$ cat src/rtl/ped_request_ctrl.sv
// ped_request_ctrl
//   Pedestrian-side initiator for the traffic controller's button/light
//   interface. Conditions the raw crossing pushbutton (2-flop synchroniser
//   plus debouncer), turns an accepted press into a held request on the
//   controller's button input, watches the light lines for service and
//   measures how long the request waited.
//
//   Optional feature macro: LIGHT_CHECK_EN
//     defined   -> illegal light combinations set the sticky light_err flag
//     undefined -> checker absent, light_err tied low
//
// Parameters
//   DEBOUNCE_CYCLES  consecutive equal synced samples to accept a new level
//   TIMEOUT_CYCLES   request cycles before timeout_err is raised
//   CNT_W            wait_count width (TIMEOUT_CYCLES <= 2**CNT_W-1)
//
// Ports
//   clk, rst_n       clock (rising edge), async active-low reset
//   btn_raw          raw pushbutton, asynchronous, may bounce
//   green_c/yellow_c/red_c   car lights from the controller
//   green_p/yellow_p/red_p   pedestrian lights from the controller
//   button           registered request to the controller
//   wait_lamp        WAIT indicator, high while the request is pending
//   wait_count       cycles spent requesting; holds last value after exit
//   timeout_err      sticky, request unserved for TIMEOUT_CYCLES
//   light_err        sticky, illegal light combination seen
module ped_request_ctrl #(
    parameter int DEBOUNCE_CYCLES = 4,
    parameter int TIMEOUT_CYCLES  = 64,
    parameter int CNT_W           = 8
) (
    input  logic             clk,
    input  logic             rst_n,
    input  logic             btn_raw,
    input  logic             green_c,
    input  logic             yellow_c,
    input  logic             red_c,
    input  logic             green_p,
    input  logic             yellow_p,
    input  logic             red_p,
    output logic             button,
    output logic             wait_lamp,
    output logic [CNT_W-1:0] wait_count,
    output logic             timeout_err,
    output logic             light_err
);

    localparam int DB_W = (DEBOUNCE_CYCLES > 1) ? $clog2(DEBOUNCE_CYCLES) : 1;
    localparam logic [DB_W-1:0]  DB_LAST     = DB_W'(DEBOUNCE_CYCLES - 1);
    localparam logic [CNT_W-1:0] TIMEOUT_VAL = CNT_W'(TIMEOUT_CYCLES);
    localparam logic [CNT_W-1:0] TIMEOUT_PRE = CNT_W'(TIMEOUT_CYCLES - 1);

    typedef enum logic [1:0] {
        ST_IDLE  = 2'd0,
        ST_REQ   = 2'd1,
        ST_SERVE = 2'd2,
        ST_CLEAR = 2'd3
    } state_t;

    // ------------------------------------------------------------------
    // Input conditioning
    // ------------------------------------------------------------------
    logic            btn_s1;
    logic            btn_s2;
    logic [DB_W-1:0] db_cnt;
    logic            btn_db;
    logic            btn_db_q;
    logic            press;

    always_ff @(posedge clk or negedge rst_n) begin
        if (!rst_n) begin
            btn_s1 <= 1'b0;
            btn_s2 <= 1'b0;
        end else begin
            btn_s1 <= btn_raw;
            btn_s2 <= btn_s1;
        end
    end

    // db_cnt counts consecutive synced samples that disagree with btn_db.
    // A sample that agrees again (i.e. the synced level changed back)
    // restarts the run, so only a level held for DEBOUNCE_CYCLES samples
    // is accepted.
    always_ff @(posedge clk or negedge rst_n) begin
        if (!rst_n) begin
            db_cnt   <= '0;
            btn_db   <= 1'b0;
            btn_db_q <= 1'b0;
        end else begin
            btn_db_q <= btn_db;
            if (btn_s2 != btn_db) begin
                if (db_cnt == DB_LAST) begin
                    btn_db <= btn_s2;
                    db_cnt <= '0;
                end else begin
                    db_cnt <= db_cnt + 1'b1;
                end
            end else begin
                db_cnt <= '0;
            end
        end
    end

    assign press = btn_db & ~btn_db_q;

    // ------------------------------------------------------------------
    // Request FSM
    // ------------------------------------------------------------------
    state_t state;
    state_t next_state;
    logic   wc_clear;
    logic   wc_inc;
    logic   to_set;

    always_ff @(posedge clk or negedge rst_n) begin
        if (!rst_n) begin
            state <= ST_IDLE;
        end else begin
            state <= next_state;
        end
    end

    always_comb begin
        next_state = state;
        wc_clear   = 1'b0;
        wc_inc     = 1'b0;
        to_set     = 1'b0;
        case (state)
            ST_IDLE: begin
                // A press that coincides with pedestrian green is dropped.
                if (press && !green_p) begin
                    next_state = ST_REQ;
                    wc_clear   = 1'b1;
                end
            end
            ST_REQ: begin
                // The flag is raised on the edge where the count arrives at
                // TIMEOUT_CYCLES (or is already there). It is raised even when
                // service arrives on that same cycle.
                if (wait_count >= TIMEOUT_PRE) begin
                    to_set = 1'b1;
                end
                if (green_p) begin
                    // Count freezes at the value it had when service came.
                    next_state = ST_SERVE;
                end else if (wait_count != TIMEOUT_VAL) begin
                    wc_inc = 1'b1;
                end
            end
            ST_SERVE: begin
                if (!green_p) begin
                    next_state = ST_CLEAR;
                end
            end
            ST_CLEAR: begin
                if (red_p) begin
                    next_state = ST_IDLE;
                end
            end
            default: begin
                next_state = ST_IDLE;
            end
        endcase
    end

    // Outputs are registered from next_state so button and wait_lamp are
    // glitch-free flops that change on the same edge as the state.
    always_ff @(posedge clk or negedge rst_n) begin
        if (!rst_n) begin
            button      <= 1'b0;
            wait_lamp   <= 1'b0;
            wait_count  <= '0;
            timeout_err <= 1'b0;
        end else begin
            button    <= (next_state == ST_REQ);
            wait_lamp <= (next_state == ST_REQ);
            if (wc_clear) begin
                wait_count <= '0;
            end else if (wc_inc) begin
                wait_count <= wait_count + 1'b1;
            end
            if (to_set) begin
                timeout_err <= 1'b1;
            end
        end
    end

    // ------------------------------------------------------------------
    // Light sanity checker
    // ------------------------------------------------------------------
`ifdef LIGHT_CHECK_EN
    logic car_multi;
    logic ped_multi;
    logic both_green;

    // "Two or more of three" is the OR of the pairwise ANDs.
    assign car_multi  = (green_c & yellow_c) | (green_c & red_c) | (yellow_c & red_c);
    assign ped_multi  = (green_p & yellow_p) | (green_p & red_p) | (yellow_p & red_p);
    assign both_green = green_c & green_p;

    always_ff @(posedge clk or negedge rst_n) begin
        if (!rst_n) begin
            light_err <= 1'b0;
        end else if (car_multi || ped_multi || both_green) begin
            light_err <= 1'b1;
        end
    end
`else
    // Car lights and pedestrian yellow only feed the checker.
    logic unused_lights;
    assign unused_lights = ^{green_c, yellow_c, red_c, yellow_p};
    assign light_err     = 1'b0;
`endif

endmodule
$ cat config.mk
export PLATFORM = sky130hd
export DESIGN_NAME = ped_request_ctrl
export DESIGN_NICKNAME = d
export VERILOG_FILES = /design/src/rtl/ped_request_ctrl.sv
export SDC_FILE = /design/constraint.sdc
export NUM_CORES = 1
export LEC_CHECK = 0
export BUFFER_PORTS_ARGS = -buffer_cell sky130_fd_sc_hd__buf_2
export CORE_UTILIZATION = 54
export CTS_CLUSTER_SIZE = 12
export DETAILED_ROUTE_END_ITERATION = 8
export PLACE_DENSITY_LB_ADDON = 0.1
export SETUP_SLACK_MARGIN = 0.15
export SLEW_MARGIN = 20
export SYNTH_ARGS = -nofsm -noshare
export SYNTH_HDL_FRONTEND = slang
export SYNTH_SLANG_ARGS = --single-unit
$ cat constraint.sdc
create_clock -name clk -period 2.86 [get_ports clk]
set_clock_uncertainty 0.1 [all_clocks]
set_input_delay 0.572 -clock clk [delete_from_list [all_inputs] [get_ports clk]]
set_output_delay 0.572 -clock clk [all_outputs]
set_load 0.03 [all_outputs]
* After elaboration in Yosys (flattened, before gate mapping)
Cells that the tools add are included.
** Storage, ports and cells
- Logic and storage cells :: 42
- Input port bits :: 9
- Output and inout port bits :: 12
- Flip-flop bits (word level) :: 18
** Cells by class
- Equality and inequality tests :: 7
- Bitwise operators :: 2
- Reductions and logical operators :: 5
- Add/sub/neg operators :: 2
- Magnitude comparators :: 1
- Muxes and demuxes :: 16
** Operators by type and width (count)
- $mux 8 :: 2
- $mux 2 :: 6
- $add 8x1->8 const B :: 1
- $ge 8x6->1 const B :: 1
- $ne 8x7->1 const B :: 1
- $pmux 2 s4 :: 1
- $mux 1 :: 7
- $eq 2x2->1 const B :: 3
- $eq 2x1->1 const B :: 2
- $add 2x1->2 const B :: 1
- $logic_not 2->1 :: 1
- $reduce_and 2->1 :: 1
- $reduce_bool 2->1 :: 1
- $and 1x1->1 :: 1
- $logic_and 1x1->1 :: 1
- $logic_not 1->1 :: 1
- $ne 1x1->1 :: 1
- $not 1->1 :: 1

* Logic depth before layout (Yosys ltp)
- Depth in word-level cells :: 6
- Gate-level depth with buffers :: 5
- Mapped depth without buffers :: 5

* Worst setup path after synthesis
Ideal clock, no wire load.
- Path kind :: input to register
- From :: input port green_p
- To :: register wait_count[5]
- Stages :: 3
- Library setup time :: 0.078 ns
- Path slack :: 1.077 ns
- Arrival :: 1.605 ns
- Path buffers :: 0
- Data required time :: 2.682 ns
- Cell sequence :: or3b_1 or4_1 a21oi_1
** Between the ends
- Longest elaborated chain between the ends :: 5
- Elaborated cells on any way between the ends :: 8
- Classes of those cells :: 5 x mux; 3 x reduce/logical
** Ends and longest elaborated chain
- start: declaration :: line 38 : input logic green_p,
- $logic_not 1->1
- $logic_and 1x1->1 :: line 131 : if (press && !green_p) begin
- $mux 1 :: line 131
- $mux 1 :: line 128 : case (state)
- $mux 8 or $reduce_bool 2->1 (tied branches)
- end signal: assignment :: line 180 : wait_count <= wait_count + 1'b1;
- end: declaration :: line 43 : output logic [CNT_W-1:0] wait_count,
Several ways; a longest one is shown, not always the timed one.
A chain may end at the register's enable or synchronous reset.

* Worst setup path in the final report
- From :: register state[1]
- To :: register wait_count[5]
** Between the ends
- Longest elaborated chain between the ends :: 3
- Elaborated cells on any way between the ends :: 6
- Classes of those cells :: 1 x eq/ne; 3 x mux; 2 x reduce/logical
** Ends and longest elaborated chain
- start: declaration :: line 109 : state_t state;
- start signal: assignment :: line 119 : state <= next_state;
- $eq 2x1->1 or $logic_not 2->1 (tied branches) :: line 128
- $mux 1 :: line 128
- $reduce_bool 2->1 (no source line) or $mux 8 (tied branches)
Several ways; a longest one is shown, not always the timed one.

==> flow_metrics.env <==
export IMPL_floorplan_die_width_um=41.5
export IMPL_antenna_found_initial=0
export IMPL_die_area_mm2=0.00172
export IMPL_routabilityCongestion=0.752
export IMPL_largest_registers="wait_count (8), db_cnt (2), state (2)"
export IMPL_critPathMaxFanout=13
export IMPL_largest_register="wait_count"
export IMPL_grt_pass1_wl_mm=2.86
export IMPL_grt_pass1_vias=651
export IMPL_timing_final_crit_period_ps=1900
export IMPL_largest_register_ffs=8
export IMPL_totalNegativeSetupSlack_ps=0
export IMPL_first_iter_violations=3
export IMPL_wire_per_inst_um=15.1
export IMPL_num_nets_final=106
export IMPL_route_vias_total=651
export IMPL_ys_types=31
export IMPL_fp_rows=13
export IMPL_maxSlewViolCount=0
export IMPL_period_share=0.665
export IMPL_detail_route_drc_violations=0
export IMPL_area_growth_pct=13.2
export IMPL_tritoncts="yes"
export IMPL_cts_repair_resize_count=0
export IMPL_hold_viol=0
export IMPL_cts_hold_repair_buffers=0
export IMPL_synth_nets=89
export IMPL_ir_worst_vdd_mv=0.515
export IMPL_ios=21
export IMPL_clock_tree_htree_level_count=1
export IMPL_root_buffer="sky130_fd_sc_hd__clkbuf_4"
export IMPL_antenna_diode_count=0
export IMPL_path_class="flip-flop to flip-flop"
export IMPL_clock_sink_count=18
export IMPL_worst_skew_late_latency_ps=290
export IMPL_hpwl_mm=1.23
export IMPL_postCtsSetupRepairBufs=0
export IMPL_netlist_area_pre_place_um2=842
export IMPL_totalWireLength_mm=1.63
export IMPL_capturing_element_type_of_the_critical_path="flip-flop"
export IMPL_synth_yosys_warnings=0
export IMPL_clk_buf_depth=2
export IMPL_post_dp_cell_area_um2=917
export IMPL_initial_utilization=0.609
export IMPL_die_h_um=41.5
export IMPL_synthCells=77
export IMPL_status="complete, no violations"
export IMPL_num_fill_cells=112
export IMPL_post_drt_via_cell_ratio=6.03
export IMPL_number_of_i_o_port_buffers=15
export IMPL_grt_max_degree=19
export IMPL_core_area_mm2=0.00138
export IMPL_data_required_critical_path_ps=2980
export IMPL_reported_leakage_power_nw=0.478
export IMPL_drive_above_1_share=0.215
export IMPL_layout_common_cells="sky130_fd_sc_hd__dfrtp_1, sky130_fd_sc_hd__buf_2, sky130_fd_sc_hd__inv_1"
export IMPL_timing_max_cap_violations=0
export IMPL_synth_ff_latch_count=18
export IMPL_layout_cells_most_common="sky130_fd_sc_hd__dfrtp_1"
export IMPL_post_route_cell_area_um2=953
export IMPL_path_clk_slew_ps=100
export IMPL_powerDensity_mw_per_mm2=883
export IMPL_dr_pass1_iters=4
export IMPL_setup_viol=0
export IMPL_hold_class="primary input to asynchronous set/reset pin"
export IMPL_fin_hold_ws_ps=85.4
export IMPL_rsz0062_at_grt="false"
export IMPL_fmaxAchievable_mhz=526
export IMPL_track_usage=0.220
export IMPL_cts_buffers=3
export IMPL_timing_critical_path_arrival_ps=2020
export IMPL_critPathLaunchType="flip-flop"
export IMPL_post_synth_cell_area_avg_um2=10.9
export IMPL_synth_yosys_seq_area_share=0.535
export IMPL_grt_remaining_overflow=0
export IMPL_post_drt_antenna_nets=0
path summary, 6_finish.rpt:
kind / startpoint / end / slack (ps) / depth (start not counted)
setup reg to reg: state[1] / wait_count[5] / 960 / 3
hold reg to reg: btn_s1 / btn_s2 / 260 / 0
max in group asynchronous: rst_n / state[0] / 2290 / 1
min in group clk: btn_s1 / btn_s2 / 260 / 0
setup / recovery: state[1] / wait_count[5] / 960 / 3
hold / removal: rst_n / wait_count[5] / 90 / 1
worst max-delay path, stage by stage, from the launching register on:
cell and delay, ps:
sky130_fd_sc_hd__dfrtp_1 530, sky130_fd_sc_hd__or3b_1 500, sky130_fd_sc_hd__or4_1 520, sky130_fd_sc_hd__a21oi_1 170
logic make-up (layout without fill, tap and decap cells):
| kind of cell | after synthesis | count (layout) | share of synthesized area |
|---|---|---|---|
| AOI/OAI and AO/OA | 19 | 19 | 0.134 |
| DFF | 18 | 18 | 0.535 |
| xor gates and xnor gates | 1 | 1 | 0.0104 |
| other | 1 | 1 | 0.00445 |
| muxes | 6 | 6 | 0.0728 |
| buffers and inverters | 9 | 25 | 0.0490 |
| and+or+nand+nor | 20 | 20 | 0.150 |
| adders and majority gates | 3 | 3 | 0.0446 |
through the flow:
| stage | util | setup slack, ps | power, W | std cells |
|---|---|---|---|---|
| after floorplan | - | 1080 | 0.000610 | 77 |
| after global placement | 0.663 | 850 | 0.000673 | 104 |
| after detailed placement | 0.663 | 794 | 0.000700 | 104 |
| after CTS | 0.690 | 958 | 0.000850 | 108 |
| after global routing | 0.690 | 888 | 0.000900 | 108 |
| final | 0.690 | 959 | 0.000842 | 108 |
Yosys cell counts:
cell / number / area share
sky130_fd_sc_hd__clkbuf_1: 1 / 0.0045
sky130_fd_sc_hd__nand3_1: 1 / 0.0059
sky130_fd_sc_hd__a21oi_1: 5 / 0.030
sky130_fd_sc_hd__ha_1: 3 / 0.045
sky130_fd_sc_hd__xnor2_1: 1 / 0.010
sky130_fd_sc_hd__nor3_1: 2 / 0.012
sky130_fd_sc_hd__mux2i_1: 5 / 0.059
sky130_fd_sc_hd__or4_1: 1 / 0.0089
sky130_fd_sc_hd__o21ai_0: 3 / 0.018
sky130_fd_sc_hd__nor4bb_1: 1 / 0.012
sky130_fd_sc_hd__conb_1: 1 / 0.0045
sky130_fd_sc_hd__a21o_1: 1 / 0.0089
sky130_fd_sc_hd__inv_1: 6 / 0.027
sky130_fd_sc_hd__nor2b_1: 1 / 0.0074
sky130_fd_sc_hd__a31oi_1: 1 / 0.0074
sky130_fd_sc_hd__nor4_1: 1 / 0.0074
sky130_fd_sc_hd__or3_1: 2 / 0.015
sky130_fd_sc_hd__nand4_1: 2 / 0.015
sky130_fd_sc_hd__nand4bb_1: 1 / 0.013
sky130_fd_sc_hd__or3b_1: 1 / 0.010
sky130_fd_sc_hd__mux2_2: 1 / 0.013
sky130_fd_sc_hd__nor3b_1: 1 / 0.0089
sky130_fd_sc_hd__nand2_1: 3 / 0.013
sky130_fd_sc_hd__o31ai_1: 1 / 0.0089
sky130_fd_sc_hd__buf_4: 2 / 0.018
sky130_fd_sc_hd__a211o_1: 2 / 0.021
sky130_fd_sc_hd__o21ai_1: 5 / 0.030
sky130_fd_sc_hd__dfrtp_1: 18 / 0.53
sky130_fd_sc_hd__a31o_1: 1 / 0.010
sky130_fd_sc_hd__or4b_1: 1 / 0.012
sky130_fd_sc_hd__nor2_1: 2 / 0.0089
power breakdown:
part / switching, W / internal [W]
registers: 0.0000992 / 0.000322
logic: 0.000160 / 0.000109
clock network: 0.0000742 / 0.0000776
total: 0.000333 / 0.000509
final cells by class:
type,count,area (µm²),area share
Clock buffer,4,36.3,0.0381
Inverter,6,22.5,0.0236
Multi-Input combinational cell,50,350,0.367
Sequential cell,18,450,0.472
Tap cell,15,18.8,0.0197
Timing Repair Buffer,15,75.1,0.0787
layer usage:
layer  vias to the layer above  routed length (µm)  GRT usage  share of wire
met5                         -                   0          0              0
met4                         0                  35      0.123          0.021
met3                         4                  72     0.0391          0.044
met2                        21                 820      0.353           0.50
met1                       314                 701      0.279           0.43
li1                        312                   -          -              -
(Power assumes the default switching activity.)
